File: src/rtl/z80fi_insn_capture_pkg.sv
// z80fi_insn_capture_pkg: shared types, widths and helpers for the z80fi capture block.
//   state_e  : capture FSM encoding (ST_IDLE, ST_COLLECT)
//   slot_t   : one recorded memory access (valid, address, data)
//   regs_t   : register snapshot taken at instruction start
//   put_byte : inserts a byte into the little-endian instruction word
package z80fi_insn_capture_pkg;

    typedef enum logic {ST_IDLE, ST_COLLECT} state_e;

    localparam int Z80FI_INSN_W = 32;
    localparam int Z80FI_LEN_W  = 3;
    localparam int Z80FI_REG_W  = 16;
    localparam int Z80FI_ADDR_W = 16;
    localparam int Z80FI_DATA_W = 8;

    typedef struct packed {
        logic                    v;
        logic [Z80FI_ADDR_W-1:0] addr;
        logic [Z80FI_DATA_W-1:0] data;
    } slot_t;

    typedef struct packed {
        logic [Z80FI_REG_W-1:0] ip;
        logic [Z80FI_REG_W-1:0] bc;
        logic [Z80FI_REG_W-1:0] de;
        logic [Z80FI_REG_W-1:0] hl;
        logic [Z80FI_REG_W-1:0] sp;
    } regs_t;

    function automatic logic [Z80FI_INSN_W-1:0] put_byte(
        input logic [Z80FI_INSN_W-1:0] word,
        input logic [1:0]              idx,
        input logic [Z80FI_DATA_W-1:0] b
    );
        put_byte = word | (Z80FI_INSN_W'(b) << {idx, 3'b000});
    endfunction

endpackage

File: src/rtl/z80fi_access_slots.sv
// z80fi_access_slots: two-entry memory access recorder with overflow detection.
//   clk, reset_n        : clock, asynchronous active-low reset
//   start               : instruction start this cycle
//   fin                 : instruction finalises this cycle (packet outputs load)
//   acc, acc_addr/data  : access accepted into the packet being collected
//   v1/a1/d1, v2/a2/d2  : packet outputs for the first and second access
//   ovf                 : combinational pulse, a third access was dropped
module z80fi_access_slots
    import z80fi_insn_capture_pkg::*;
(
    input  logic                    clk,
    input  logic                    reset_n,
    input  logic                    start,
    input  logic                    fin,
    input  logic                    acc,
    input  logic [Z80FI_ADDR_W-1:0] acc_addr,
    input  logic [Z80FI_DATA_W-1:0] acc_data,
    output logic                    v1,
    output logic [Z80FI_ADDR_W-1:0] a1,
    output logic [Z80FI_DATA_W-1:0] d1,
    output logic                    v2,
    output logic [Z80FI_ADDR_W-1:0] a2,
    output logic [Z80FI_DATA_W-1:0] d2,
    output logic                    ovf
);

    slot_t s1_q, s1_d, s2_q, s2_d, o1_q, o1_d, o2_q, o2_d;
    slot_t c1, c2, u1, u2;
    logic  clr;

    // A start without a simultaneous finish clears before this cycle's access
    // lands, so the access belongs to the new instruction. With a finish the
    // access belongs to the retiring packet and the working slots clear after.
    always_comb begin
        clr  = start && !fin;
        c1   = clr ? '0 : s1_q;
        c2   = clr ? '0 : s2_q;
        ovf  = acc && c1.v && c2.v;
        u1   = (acc && !c1.v) ? slot_t'{v: 1'b1, addr: acc_addr, data: acc_data} : c1;
        u2   = (acc && c1.v && !c2.v) ? slot_t'{v: 1'b1, addr: acc_addr, data: acc_data} : c2;
        s1_d = (start && fin) ? '0 : u1;
        s2_d = (start && fin) ? '0 : u2;
        o1_d = fin ? u1 : (clr ? '0 : o1_q);
        o2_d = fin ? u2 : (clr ? '0 : o2_q);
    end

    always_ff @(posedge clk or negedge reset_n) begin
        if (!reset_n) begin
            s1_q <= '0;
            s2_q <= '0;
            o1_q <= '0;
            o2_q <= '0;
        end else begin
            s1_q <= s1_d;
            s2_q <= s2_d;
            o1_q <= o1_d;
            o2_q <= o2_d;
        end
    end

    assign v1 = o1_q.v;
    assign a1 = o1_q.addr;
    assign d1 = o1_q.data;
    assign v2 = o2_q.v;
    assign a2 = o2_q.addr;
    assign d2 = o2_q.data;

endmodule

File: src/rtl/z80fi_insn_capture.sv
// z80fi_insn_capture: assembles one z80fi retirement packet per retired instruction.
//   Inputs : core_insn_start/fetch/mem_wr/insn_end strobes, fetch byte, write
//            address/data, core_ip and bc/de/hl/sp register values.
//   Outputs: z80fi_valid (1-cycle strobe, cycle after core_insn_end), packet
//            fields (insn bytes, len, register snapshot, ip_out, two write
//            slots) held until the next start, sticky capture_err.
//   Optional: define Z80FI_MEM_RD_EN to add core_mem_rd* inputs and two
//            z80fi_mem_rd* read slots recorded like the write slots.
module z80fi_insn_capture
    import z80fi_insn_capture_pkg::*;
#(
    parameter int MAX_BYTES = 4
) (
    input  logic                    clk,
    input  logic                    reset_n,
    input  logic                    core_insn_start,
    input  logic                    core_fetch,
    input  logic [Z80FI_DATA_W-1:0] core_fetch_data,
    input  logic                    core_mem_wr,
    input  logic [Z80FI_ADDR_W-1:0] core_mem_waddr,
    input  logic [Z80FI_DATA_W-1:0] core_mem_wdata,
    input  logic                    core_insn_end,
    input  logic [Z80FI_REG_W-1:0]  core_ip,
    input  logic [Z80FI_REG_W-1:0]  core_bc,
    input  logic [Z80FI_REG_W-1:0]  core_de,
    input  logic [Z80FI_REG_W-1:0]  core_hl,
    input  logic [Z80FI_REG_W-1:0]  core_sp,
    output logic                    z80fi_valid,
    output logic [Z80FI_INSN_W-1:0] z80fi_insn,
    output logic [Z80FI_LEN_W-1:0]  z80fi_insn_len,
    output logic [Z80FI_REG_W-1:0]  z80fi_reg_ip_in,
    output logic [Z80FI_REG_W-1:0]  z80fi_reg_bc_in,
    output logic [Z80FI_REG_W-1:0]  z80fi_reg_de_in,
    output logic [Z80FI_REG_W-1:0]  z80fi_reg_hl_in,
    output logic [Z80FI_REG_W-1:0]  z80fi_reg_sp_in,
    output logic [Z80FI_REG_W-1:0]  z80fi_reg_ip_out,
    output logic                    z80fi_mem_wr,
    output logic [Z80FI_ADDR_W-1:0] z80fi_mem_waddr,
    output logic [Z80FI_DATA_W-1:0] z80fi_mem_wdata,
    output logic                    z80fi_mem_wr2,
    output logic [Z80FI_ADDR_W-1:0] z80fi_mem_waddr2,
    output logic [Z80FI_DATA_W-1:0] z80fi_mem_wdata2,
`ifdef Z80FI_MEM_RD_EN
    input  logic                    core_mem_rd,
    input  logic [Z80FI_ADDR_W-1:0] core_mem_raddr,
    input  logic [Z80FI_DATA_W-1:0] core_mem_rdata,
    output logic                    z80fi_mem_rd,
    output logic [Z80FI_ADDR_W-1:0] z80fi_mem_raddr,
    output logic [Z80FI_DATA_W-1:0] z80fi_mem_rdata,
    output logic                    z80fi_mem_rd2,
    output logic [Z80FI_ADDR_W-1:0] z80fi_mem_raddr2,
    output logic [Z80FI_DATA_W-1:0] z80fi_mem_rdata2,
`endif
    output logic                    capture_err
);

    localparam logic [Z80FI_LEN_W-1:0] LEN_MAX = Z80FI_LEN_W'(MAX_BYTES);

    state_e                  state_q, state_d;
    logic                    valid_q, valid_d;
    logic                    err_q, err_d;
    logic [Z80FI_INSN_W-1:0] buf_q, buf_d, pkt_insn_q, pkt_insn_d;
    logic [Z80FI_LEN_W-1:0]  len_q, len_d, pkt_len_q, pkt_len_d;
    regs_t                   snap_q, snap_d, pkt_regs_q, pkt_regs_d;
    logic [Z80FI_REG_W-1:0]  ip_out_q, ip_out_d;

    logic                    in_col, fin, clr, evt, fetch_acc, byte_ovf, stray, abort;
    logic                    wr_ovf, rd_ovf, rd_ev;
    logic [Z80FI_INSN_W-1:0] cur_buf, upd_buf;
    logic [Z80FI_LEN_W-1:0]  cur_len, upd_len;

`ifdef Z80FI_MEM_RD_EN
    assign rd_ev = core_mem_rd;
`else
    assign rd_ev  = 1'b0;
    assign rd_ovf = 1'b0;
`endif

    // Events accompanying core_insn_end belong to the retiring packet; with a
    // lone core_insn_start they belong to the new packet (clear-then-apply).
    always_comb begin
        in_col     = state_q == ST_COLLECT;
        fin        = in_col && core_insn_end;
        clr        = core_insn_start && !fin;
        evt        = in_col || core_insn_start;
        abort      = in_col && core_insn_start && !core_insn_end;
        stray      = !in_col && (core_insn_end ||
                     (!core_insn_start && (core_fetch || core_mem_wr || rd_ev)));
        cur_buf    = clr ? '0 : buf_q;
        cur_len    = clr ? '0 : len_q;
        fetch_acc  = evt && core_fetch;
        byte_ovf   = fetch_acc && cur_len == LEN_MAX;
        upd_buf    = (fetch_acc && !byte_ovf) ? put_byte(cur_buf, cur_len[1:0], core_fetch_data) : cur_buf;
        upd_len    = cur_len + Z80FI_LEN_W'(fetch_acc && !byte_ovf);
        state_d    = core_insn_start ? ST_COLLECT : (fin ? ST_IDLE : state_q);
        buf_d      = (core_insn_start && fin) ? '0 : upd_buf;
        len_d      = (core_insn_start && fin) ? '0 : upd_len;
        snap_d     = core_insn_start ? regs_t'{ip: core_ip, bc: core_bc, de: core_de, hl: core_hl, sp: core_sp} : snap_q;
        pkt_insn_d = fin ? upd_buf : (clr ? '0 : pkt_insn_q);
        pkt_len_d  = fin ? upd_len : (clr ? '0 : pkt_len_q);
        pkt_regs_d = fin ? snap_q : pkt_regs_q;
        ip_out_d   = fin ? core_ip : ip_out_q;
        valid_d    = fin;
        err_d      = err_q | stray | abort | byte_ovf | wr_ovf | rd_ovf;
    end

    always_ff @(posedge clk or negedge reset_n) begin
        if (!reset_n) begin
            state_q    <= ST_IDLE;
            valid_q    <= 1'b0;
            err_q      <= 1'b0;
            buf_q      <= '0;
            len_q      <= '0;
            pkt_insn_q <= '0;
            pkt_len_q  <= '0;
            snap_q     <= '0;
            pkt_regs_q <= '0;
            ip_out_q   <= '0;
        end else begin
            state_q    <= state_d;
            valid_q    <= valid_d;
            err_q      <= err_d;
            buf_q      <= buf_d;
            len_q      <= len_d;
            pkt_insn_q <= pkt_insn_d;
            pkt_len_q  <= pkt_len_d;
            snap_q     <= snap_d;
            pkt_regs_q <= pkt_regs_d;
            ip_out_q   <= ip_out_d;
        end
    end

    z80fi_access_slots u_wr_slots (
        .clk      (clk),
        .reset_n  (reset_n),
        .start    (core_insn_start),
        .fin      (fin),
        .acc      (evt && core_mem_wr),
        .acc_addr (core_mem_waddr),
        .acc_data (core_mem_wdata),
        .v1       (z80fi_mem_wr),
        .a1       (z80fi_mem_waddr),
        .d1       (z80fi_mem_wdata),
        .v2       (z80fi_mem_wr2),
        .a2       (z80fi_mem_waddr2),
        .d2       (z80fi_mem_wdata2),
        .ovf      (wr_ovf)
    );

`ifdef Z80FI_MEM_RD_EN
    z80fi_access_slots u_rd_slots (
        .clk      (clk),
        .reset_n  (reset_n),
        .start    (core_insn_start),
        .fin      (fin),
        .acc      (evt && core_mem_rd),
        .acc_addr (core_mem_raddr),
        .acc_data (core_mem_rdata),
        .v1       (z80fi_mem_rd),
        .a1       (z80fi_mem_raddr),
        .d1       (z80fi_mem_rdata),
        .v2       (z80fi_mem_rd2),
        .a2       (z80fi_mem_raddr2),
        .d2       (z80fi_mem_rdata2),
        .ovf      (rd_ovf)
    );
`endif

    assign z80fi_valid      = valid_q;
    assign z80fi_insn       = pkt_insn_q;
    assign z80fi_insn_len   = pkt_len_q;
    assign z80fi_reg_ip_in  = pkt_regs_q.ip;
    assign z80fi_reg_bc_in  = pkt_regs_q.bc;
    assign z80fi_reg_de_in  = pkt_regs_q.de;
    assign z80fi_reg_hl_in  = pkt_regs_q.hl;
    assign z80fi_reg_sp_in  = pkt_regs_q.sp;
    assign z80fi_reg_ip_out = ip_out_q;
    assign capture_err      = err_q;

endmodule

File: config.mk
export PLATFORM = sky130hd
export DESIGN_NAME = z80fi_insn_capture
export DESIGN_NICKNAME = d
export VERILOG_FILES = /design/src/rtl/z80fi_insn_capture_pkg.sv /design/src/rtl/z80fi_access_slots.sv /design/src/rtl/z80fi_insn_capture.sv
export SDC_FILE = /design/constraint.sdc
export NUM_CORES = 1
export LEC_CHECK = 0
export ABC_AREA = 1
export ABC_CLOCK_PERIOD_IN_PS = 5350
export BUFFER_PORTS_ARGS = -buffer_cell sky130_fd_sc_hd__buf_4
export CELL_PAD_IN_SITES_DETAIL_PLACEMENT = 1
export CELL_PAD_IN_SITES_GLOBAL_PLACEMENT = 1
export CORE_MARGIN = 2
export CORE_UTILIZATION = 30
export CTS_BUF_LIST = sky130_fd_sc_hd__clkbuf_8
export CTS_CLUSTER_SIZE = 10
export DETAILED_ROUTE_END_ITERATION = 7
export PLACE_DENSITY = 0.73
export RECOVER_POWER = 25
export SYNTH_ARGS = -nofsm -noshare
export SYNTH_HDL_FRONTEND = slang
export SYNTH_SLANG_ARGS = --single-unit
File: constraint.sdc
create_clock -name clk -period 5.35 [get_ports clk]
set_input_delay 0.535 -clock clk [delete_from_list [all_inputs] [get_ports clk]]
set_output_delay 0.535 -clock clk [all_outputs]
set_load 0.005 [all_outputs]
==> qor.yml <==
detailed_routing:
  wl_met1_um: 16810
  drtPass1Iterations: 4
  drt_iter0_drc: 601
  ant_nets: 0
  vias: 11230
  wl_met3_um: 3528
  post-route-drc-count: 0
  wl_per_cell_um: 16.27
  routed_wl_um: 40280
  top_layer: "met4"
  wl_met2_um: 18760
  via_per_inst: 4.534
cells_and_area:
  antenna_cells: 0
  syn_to_final_growth_pct: 29.46
  layout_common_cells: "nand2_1 (589), dfrtp_1 (349), buf_4 (269), o21ai_0 (197), inv_1 (125)"
  drive_gt1_share_pct: 22.01
  final_common_cell: "nand2_1"
  nets: 1946
die:
  ios: 301
  row_count: 78
  die_h_um: 218.3
  die_x_um: 218.3
  start_util_pct: 30.36
  dieArea_sq_um: 47650
  core_sq_um: 45380
sta:
  timing.final.crit_period_ns: 4.019
  setup_tns_ns: 0
  setup_ws_ns: 1.331
  slew_headroom_pct: -112.5
  slew_viol_final: 192
  rsz0062_at_grt: "no"
  fmax_mhz: 248.8
  clock_skew_ns: 0.02773
  worst_pin_slew_ns: 3.187
  finalSetupViolations: 0
  period_share_pct: 75.11
  hold_viol: 0
power:
  vdd_drop_max_mv: 0.1887
  clockPowerShare_pct: 39.0
  seqPwrFrac_pct: 46.1
  power_leakage_nw: 9.418
  power_density_nw_per_um2: 376.9
  p_switching_mw: 1.848
  internal_power_mw: 4.873
  sw_frac_of_total_pct: 27.49
  combPwrFrac_pct: 14.9
global_routing:
  gr-total-overflow: 0
  grt_max_degree: 124
  grt_antenna_before_repair: 0
  grt_pass1_vias: 11990
  grt_pass1_wl_um: 64510
  track_usage_pct: 16.95
worst_setup_path:
  start_kind: "input pin"
  cp.required_ns: 5.83
  path_class: "input pin to flop"
  cp.arrival_ns: 4.50
  path_max_fanout: 69
  critical_path.endpoint_type: "flop"
status:
  status: "finished, violations left"
  violations: "max-capacitance violations, max-slew violations"
yosys:
  synth-seq-area-share_pct: 63.40
  synth_cell_type_count: 23
  ys_warn_count: 0
  netlist_instances: 1542
  synth-seq-cells: 349
  synth_nets: 1662
  synthesis.area_sq_um: 13780
  syn_area_per_cell_sq_um: 8.934
placement:
  place_hpwl_um: 26460
  portBuffers: 300
  place_ws_ns: 1.664
  place_congestion: 0.7639
clocking:
  clkLatencyLatePin_ns: 0.63
  cts_buffer_depth: 3
  cts_made_buffers: 60
  post_cts_buffers: 0
  cts_tree: "built"
  cts_hold_buf: 1
  cts_root_buf: "clkbuf_8"
  cts-htree-levels: 2
  cts_resized: 0
  path_clk_slew_ns: 0.06
  clock-sinks: 349
run:
  maxCapViolations: 2
min_path:
  hold_class: "input pin to flop"
[worst paths after layout]
check | startpoint | to | slack, ns | depth (start not counted)
max in group asynchronous | reset_n | z80fi_insn[5]$_DFFE_PN0P_ | 2.00 | 2
min in group asynchronous | reset_n | snap_q[31]$_DFFE_PN0P_ | 1.46 | 2
max | core_insn_start | u_wr_slots.a1[2]$_DFFE_PN0P_ | 1.33 | 7
min reg2reg | z80fi_insn[10]$_DFFE_PN0P_ | z80fi_insn[10]$_DFFE_PN0P_ | 0.48 | 2
min | core_ip[0] | z80fi_reg_ip_out[0]$_DFFE_PN0P_ | 0.11 | 3
max reg2reg | in_col$_DFFE_PN0P_ | u_wr_slots.a2[11]$_DFFE_PN0P_ | 1.76 | 7
[per-stage QoR]
step | power (mW) | instances | util [%] | area, sq um | hold slack [ns]
3_3_place_gp | 4.128 | 2363 | 36.42 | 16530 | 0.4645
3_5_place_dp | 4.178 | 2363 | 36.42 | 16530 | 0.4681
2_1_floorplan | 3.575 | 1542 | - | 13780 | 0.2394
4_1_cts | 6.868 | 2476 | 39.38 | 17870 | 0.02629
6_report | 6.721 | 2476 | 39.30 | 17830 | 0.1092
5_1_grt | 7.122 | 2476 | 39.30 | 17830 | 0.06173
[cell type report]
| class | instances | area, sq um |
|---|---|---|
| clock inverters | 30 | 206.4 |
| inverters | 113 | 424.2 |
| clock buffers | 82 | 1129 |
| well taps | 600 | 750.7 |
| fillers | 5349 | 27550 |
| multi-input cells | 992 | 4265 |
| flip-flops and latches | 349 | 8733 |
| repair buffers | 310 | 2326 |
[worst max-delay path: stages]
cell and delay [ns]:
buf_4 0.20, clkbuf_1 1.99, nor2_2 0.20, nor2_1 0.35
nand2_2 0.55, o21ai_0 0.51, o21ai_1 0.11
[synthesized netlist by cell type]
cell | number | share of area [%]
a21oi_1 | 25 | 0.91
a22o_1 | 2 | 0.13
and2_1 | 1 | 0.045
buf_1 | 12 | 0.33
buf_2 | 31 | 1.1
buf_4 | 2 | 0.11
buf_6 | 1 | 0.082
clkbuf_1 | 42 | 1.1
dfrtp_1 | 349 | 63
ha_1 | 2 | 0.18
inv_1 | 111 | 3.0
inv_2 | 2 | 0.055
nand2_1 | 590 | 16
nand2_2 | 5 | 0.23
nand3_1 | 34 | 1.2
nand3b_1 | 24 | 1.3
nor2_1 | 80 | 2.2
nor2_2 | 1 | 0.045
nor2_4 | 2 | 0.16
nor3_1 | 1 | 0.036
o21ai_0 | 197 | 7.2
o21ai_1 | 27 | 0.98
xor2_1 | 1 | 0.064
[state kept, by name (all words and copies together), names as in the netlist, 3 cells and up]
register / flops
u_wr_slots.a1: 16
z80fi_reg_ip_in: 16
z80fi_reg_de_in: 16
buf_q: 32
z80fi_insn: 32
u_wr_slots.s1_q: 25
u_wr_slots.s2_q: 25
z80fi_reg_ip_out: 16
snap_q: 80
len_q: 3
u_wr_slots.a2: 16
z80fi_insn_len: 3
z80fi_reg_bc_in: 16
u_wr_slots.d2: 8
z80fi_reg_sp_in: 16
u_wr_slots.d1: 8
z80fi_reg_hl_in: 16
[cells by family after synthesis]
logic type	Yosys count	share of synthesized area, %
and+or+nand+nor	738	21.32
xor gates and xnor gates	1	0.06359
DFF	349	63.40
adders and majority gates	2	0.1816
AOI/OAI and AO/OA	251	9.174
buffers and inverters	201	5.867
[per-layer routing]
layer / vias to the layer above / global-route usage (%)
li1: 5382 / -
met1: 5492 / 20.85
met2: 273 / 27.27
met3: 80 / 6.068
met4: 0 / 6.395
met5: - / 0
[power by group through the flow]
| stage | sequential, mW | combinational, mW | clock (mW) |
|---|---|---|---|
| 3_3_place_gp | 3.14 | 0.992 | 0 |
| 5_1_grt | 3.14 | 1.14 | 2.85 |
| 2_1_floorplan | 3.12 | 0.457 | 0 |
| 3_5_place_dp | 3.15 | 1.03 | 0 |
| 6_report | 3.10 | 0.999 | 2.62 |
| 4_1_cts | 3.11 | 1.03 | 2.73 |
Power figures use the tool's default switching activity.
